File: src/rtl/regs_wb_sched.sv
// regs_wb_sched: write-port scheduler and busy-register scoreboard for the
// 31x32 integer register file (x0 hardwired to zero, single write port).
// EXE and LSU writebacks share the write port through a valid/ready arbiter.
// Decode issue is stalled on RAW/WAW hazards against outstanding destinations.
// Build option: define REGS_WB_RR_ARB_EN for round-robin arbitration between
// EXE and LSU; otherwise fixed priority with LSU winning ties.
module regs_wb_sched #(
  parameter int XLEN = 32,
  parameter int AW   = 5
) (
  input  logic                 clk,
  input  logic                 rst,
  input  logic                 iss_valid,
  input  logic [AW-1:0]        iss_rs1_addr,
  input  logic [AW-1:0]        iss_rs2_addr,
  input  logic                 iss_rd_wen,
  input  logic [AW-1:0]        iss_rd_addr,
  output logic                 iss_ready,
  input  logic                 exe_valid,
  input  logic [AW-1:0]        exe_rd_addr,
  input  logic [XLEN-1:0]      exe_rd_data,
  output logic                 exe_ready,
  input  logic                 lsu_valid,
  input  logic [AW-1:0]        lsu_rd_addr,
  input  logic [XLEN-1:0]      lsu_rd_data,
  output logic                 lsu_ready,
  output logic                 rf_wen,
  output logic [AW-1:0]        rf_waddr,
  output logic [XLEN-1:0]      rf_wdata,
  output logic [(2**AW)-1:0]   busy_o,
  output logic [AW:0]          pend_cnt
);

  localparam int NREG = 2**AW;

  logic [NREG-1:0] busy;
  logic            exe_gnt;
  logic            lsu_gnt;
  logic [AW-1:0]   gnt_addr;
  logic [XLEN-1:0] gnt_data;
  logic            busy_set;
  logic            busy_clr;
  logic [NREG-1:0] set_mask;
  logic [NREG-1:0] clr_mask;

  assign busy_o    = busy;
  assign exe_ready = exe_gnt;
  assign lsu_ready = lsu_gnt;

  // Hazard check: stall on any busy source, or a busy destination when writing.
  // Bit 0 of busy is never set, so x0 always reads not-busy.
  always_comb begin
    iss_ready = !(busy[iss_rs1_addr] | busy[iss_rs2_addr] |
                  (iss_rd_wen & busy[iss_rd_addr]));
  end

`ifdef REGS_WB_RR_ARB_EN
  localparam logic GNT_EXE = 1'b0;
  localparam logic GNT_LSU = 1'b1;

  logic last_grant;

  // Round-robin: on a tie, grant whichever source was not granted last.
  always_comb begin
    exe_gnt = exe_valid & (!lsu_valid | (last_grant == GNT_LSU));
    lsu_gnt = lsu_valid & !exe_gnt;
  end

  // Remember the most recent grant; idle cycles leave it unchanged.
  always_ff @(posedge clk or posedge rst) begin
    if (rst) begin
      last_grant <= GNT_LSU;
    end else if (exe_gnt) begin
      last_grant <= GNT_EXE;
    end else if (lsu_gnt) begin
      last_grant <= GNT_LSU;
    end
  end
`else
  // Fixed priority: LSU always wins a tie.
  always_comb begin
    lsu_gnt = lsu_valid;
    exe_gnt = exe_valid & !lsu_valid;
  end
`endif

  // Mux the granted source onto the write path.
  always_comb begin
    gnt_addr = lsu_gnt ? lsu_rd_addr : exe_rd_addr;
    gnt_data = lsu_gnt ? lsu_rd_data : exe_rd_data;
  end

  // Register the write port; an x0 grant is consumed but never writes.
  always_ff @(posedge clk or posedge rst) begin
    if (rst) begin
      rf_wen   <= 1'b0;
      rf_waddr <= '0;
      rf_wdata <= '0;
    end else if (exe_gnt | lsu_gnt) begin
      rf_wen   <= (gnt_addr != '0);
      rf_waddr <= gnt_addr;
      rf_wdata <= gnt_data;
    end else begin
      rf_wen   <= 1'b0;
    end
  end

  // Scoreboard set on issue, clear when the registered write retires.
  // A write to a register that is not busy leaves the scoreboard untouched.
  always_comb begin
    busy_set = iss_valid & iss_ready & iss_rd_wen & (iss_rd_addr != '0);
    busy_clr = rf_wen & busy[rf_waddr];
    set_mask = busy_set ? (NREG'(1) << iss_rd_addr) : '0;
    clr_mask = busy_clr ? (NREG'(1) << rf_waddr) : '0;
  end

  // Busy vector update; bit 0 is kept clear.
  always_ff @(posedge clk or posedge rst) begin
    if (rst) begin
      busy <= '0;
    end else begin
      busy <= ((busy | set_mask) & ~clr_mask) & ~NREG'(1);
    end
  end

  // Outstanding-destination count tracks the busy vector population.
  always_ff @(posedge clk or posedge rst) begin
    if (rst) begin
      pend_cnt <= '0;
    end else begin
      case ({busy_set, busy_clr})
        2'b10:   pend_cnt <= pend_cnt + (AW+1)'(1);
        2'b01:   pend_cnt <= pend_cnt - (AW+1)'(1);
        default: pend_cnt <= pend_cnt;
      endcase
    end
  end

endmodule

File: config.mk
export PLATFORM = sky130hd
export DESIGN_NAME = regs_wb_sched
export DESIGN_NICKNAME = d
export VERILOG_FILES = /design/src/rtl/regs_wb_sched.sv
export SDC_FILE = /design/constraint.sdc
export NUM_CORES = 1
export LEC_CHECK = 0
export CORE_MARGIN = 2
export CORE_UTILIZATION = 46
export CTS_CLUSTER_DIAMETER = 40
export DETAILED_ROUTE_END_ITERATION = 10
export GPL_ROUTABILITY_DRIVEN = 1
export MAX_ROUTING_LAYER = met4
export PLACE_DENSITY = 0.81
export SYNTH_ARGS = -nofsm -noshare
export SYNTH_HDL_FRONTEND = slang
export SYNTH_SLANG_ARGS = --single-unit
export TNS_END_PERCENT = 5
File: constraint.sdc
create_clock -name clk -period 3.98 [get_ports clk]
set_clock_uncertainty 0.05 [all_clocks]
set_input_delay 0.597 -clock clk [delete_from_list [all_inputs] [get_ports clk]]
set_output_delay 0.597 -clock clk [all_outputs]
set_load 0.02 [all_outputs]
==> results.sh <==
export IMPL_hold_path_depth=1
export IMPL_most_common_layout_cells="clkdlybuf4s50_1, dfrtp_1, nand2_1, o21ai_0, buf_4"
export IMPL_initial_antenna_violation_count=0
export IMPL_timing_critical_path_buf_inv=6
export IMPL_yosys_register_bits=75
export IMPL_most_common_library_cell_in_the_layout_ignoring_fill_and_taps="clkdlybuf4s50_1"
export IMPL_netlist_area_mm2=0.005044
export IMPL_drt_total_wl_mm=17.61
export IMPL_fp_row_count=38
export IMPL_grt_pass1_vias=5134
export IMPL_ctsLongestPathBuffers=2
export IMPL_die_height_um=108.7
export IMPL_dominant_register_cell_in_the_synthesized_netlist="dfrtp_1"
export IMPL_place_area_mm2=0.007127
export IMPL_r2r_worst_path_cells=15
export IMPL_critPathArrivalTime_ns=4.01
export IMPL_worstSkewPairLatency_ns=0.34
export IMPL_detailroute_via_count=5129
export IMPL_timing_critical_path_required_ns=4.20
export IMPL_remaining_antenna_violation_count_after_routing=0
export IMPL_count_of_mapped_cells_out_of_synthesis=517
export IMPL_globalRouteTotalUtil_pct=31.72
export IMPL_setup_worst_path_start="iss_rs1_addr[0]"
export IMPL_io_pins=174
export IMPL_max_cap_viol_count=0
export IMPL_global_placer_s_final_weighted_congestion=0.9806
export IMPL_detailedPlace_worstSlack_ns=-0.3631
export IMPL_vdd_ir_drop_worst_mv=0.2692
export IMPL_die_w_um=108.7
export IMPL_crit_path_max_cell_delay_ns=0.49
export IMPL_global_route_wire_length_before_repair_mm=27.57
export IMPL_cpLargestDelayFamily="buffers and inverters"
export IMPL_remaining_design_rule_violation_count=0
export IMPL_initial_core_util_pct=46.94
export IMPL_synth_area_per_cell_um2=9.755
export IMPL_fin_nets=816
export IMPL_vias_per_cell=5.964
export IMPL_tritoncts_buffers=9
export IMPL_drt_first_pass_iters=7
export IMPL_timing_reg2reg_setup_slack_ns=0.47
export IMPL_final_design_area_no_fill_mm2=0.007340
export IMPL_synth_enable_flop_cells=0
export IMPL_drive_above_1_share_pct=16.25
export IMPL_dp_hpwl_mm=13.65
export IMPL_final_setup_worst_slack_ns=0.1992
export IMPL_num_antenna_cells=0
export IMPL_cts_root_buffer="clkbuf_8"
export IMPL_tritoncts_clock_tree="done"
export IMPL_cp_endpoint="pend_cnt[5]$_DFFE_PP0P_"
export IMPL_maximum_level_of_the_cts_h_tree=3
export IMPL_worst_setup_path_type="input pin to register"
export IMPL_die_area_mm2=0.01182
export IMPL_maxClockFrequency_mhz=264.5
export IMPL_critical_path_reg2reg_endpoint="pend_cnt[5]$_DFFE_PP0P_"
export IMPL_dr_first_iter_drc_count=435
export IMPL_tightest_slew_ns=0.6321
export IMPL_clk_transition_reported_paths_ns=0.08
export IMPL_clock_sinks=75
export IMPL_cp_cell_sequence="clkdlybuf4s50_1 > buf_6 > mux4_2 > inv_1 > a2111oi_0 > nor4_2 > buf_4 > nand4_2 > clkinv_1 > nand2_1 > ha_1 > buf_4 > ha_1 > a21oi_2 > o21bai_1 > a21oi_1 > mux2i_1 > xnor2_1"
export IMPL_setup_violations_final=0
export IMPL_cell_pwr_density_mw_per_mm2=470.4
export IMPL_worst_hold_path_type="register to register"
export IMPL_timing_hold_ws_ns=0.4516
export IMPL_synth_net_count=618
export IMPL_timing_critical_path_depth=18
export IMPL_timing_critical_path_to_type="register"
export IMPL_fp_coreArea_mm2=0.01075
export IMPL_wl_per_cell_um=20.47
export IMPL_synth_warning_count=0
export IMPL_slowest_stage="mux4_2"
export IMPL_async_flop_share_pct=100.0
export IMPL_synth_seq_area_share_pct=37.21
export IMPL_drv_slew=0
export IMPL_critical_path_reg2reg_startpoint="busy_o[18]$_DFF_PP0_"
export IMPL_worst_setup_path_start_kind="input pin"
export IMPL_rsz0062_at_grt="no"
export IMPL_cts_hold_buffers=0
export IMPL_finalCritPeriodShare_pct=95.00
export IMPL_portBuffers=172
export IMPL_timing_max_slew_rel_slack_pct=57.86
export IMPL_layout_overhead_on_the_synthesized_area_pct=45.52
export IMPL_grt_remaining_overflow=0
export IMPL_run_status="complete, no violations"
export IMPL_power_static_leakage_nw=3.058
export IMPL_min_period_ns=3.781
export IMPL_cp_max_fo=7
export IMPL_largest_net_degree_at_the_start_of_global_routing=51
export IMPL_hold_viol_final=0
export IMPL_totalNegativeSetupSlack_ns=0
export IMPL_yosys_cell_types_count=58
[cells by family after synthesis]
kind of cell / after synthesis / synth area share, %
compound gates: 139 / 18.01
xor+xnor: 5 / 0.8684
fa+ha+maj: 6 / 1.637
buf+inv: 49 / 4.937
flops: 75 / 37.21
mux: 74 / 21.01
other cells: 1 / 0.07435
simple gates: 168 / 16.25
[layer usage]
metal	share of wire, %	wire length [µm]	track usage [%]
met2	47	8187	49.29
met1	39	6787	39.87
met5	0	0	-
met4	4.3	758	13.83
met3	11	1873	7.292
[power by group]
part | internal (mW) | total (mW) | switching (mW)
Clock | 0.308 | 0.585 | 0.277
Combinational | 0.879 | 1.69 | 0.812
Sequential | 0.934 | 1.18 | 0.243
[state kept, by name, summed over array words and instances (netlist names)]
signal / cells
rf_wdata: 32
pend_cnt: 6
rf_wen: 1
busy_o: 31
rf_waddr: 5
[final cells by class]
type | instances | area, µm²
Clock buffer | 14 | 152.6
Clock inverter | 2 | 35.03
Fill cell | 863 | 3406
Inverter | 14 | 52.55
Multi-Input combinational cell | 393 | 2928
Sequential cell | 75 | 1877
Tap cell | 140 | 175.2
Timing Repair Buffer | 222 | 2120
[cell usage after synthesis (9+ instances only)]
cell / n / area, µm²
nor2b_1: 13 / 81.33
nand3_1: 20 / 100.1
mux2i_1: 44 / 440.4
clkbuf_1: 15 / 56.30
inv_1: 13 / 48.80
o21ai_2: 17 / 148.9
nand2_1: 73 / 274.0
dfrtp_1: 75 / 1877
o21ai_0: 70 / 350.3
nor2_1: 19 / 71.32
and3_1: 9 / 56.30
mux4_2: 21 / 473.0
[how the worst min path moves through the flow]
stage	startpoint	endpoint	slack [ns]
floorplan	pend_cnt[5]$_DFFE_PP0P_	pend_cnt[5]$_DFFE_PP0P_	0.53
global placement	pend_cnt[5]$_DFFE_PP0P_	pend_cnt[5]$_DFFE_PP0P_	0.43
detailed placement	pend_cnt[5]$_DFFE_PP0P_	pend_cnt[5]$_DFFE_PP0P_	0.43
finish	pend_cnt[5]$_DFFE_PP0P_	pend_cnt[5]$_DFFE_PP0P_	0.45
CTS	pend_cnt[5]$_DFFE_PP0P_	pend_cnt[5]$_DFFE_PP0P_	0.45
global route	pend_cnt[5]$_DFFE_PP0P_	pend_cnt[5]$_DFFE_PP0P_	0.47
[through the flow]
stage / utilization, % / power (mW) / instances
after floorplan: - / 2.012 / 517
after global placement: 66.33 / 2.830 / 843
after detailed placement: 66.33 / 2.860 / 843
after CTS: 68.06 / 3.447 / 859
after global routing: 68.30 / 3.637 / 860
final: 68.30 / 3.453 / 860
[what timing repair did]
action | 4_1_cts | 5_1_grt
buffers inserted | 0 | 1
gates resized for setup | 1 | 5
setup endpoints to repair | 1 | 2
pin swaps | 0 | 4
(Power assumes the default switching activity.)
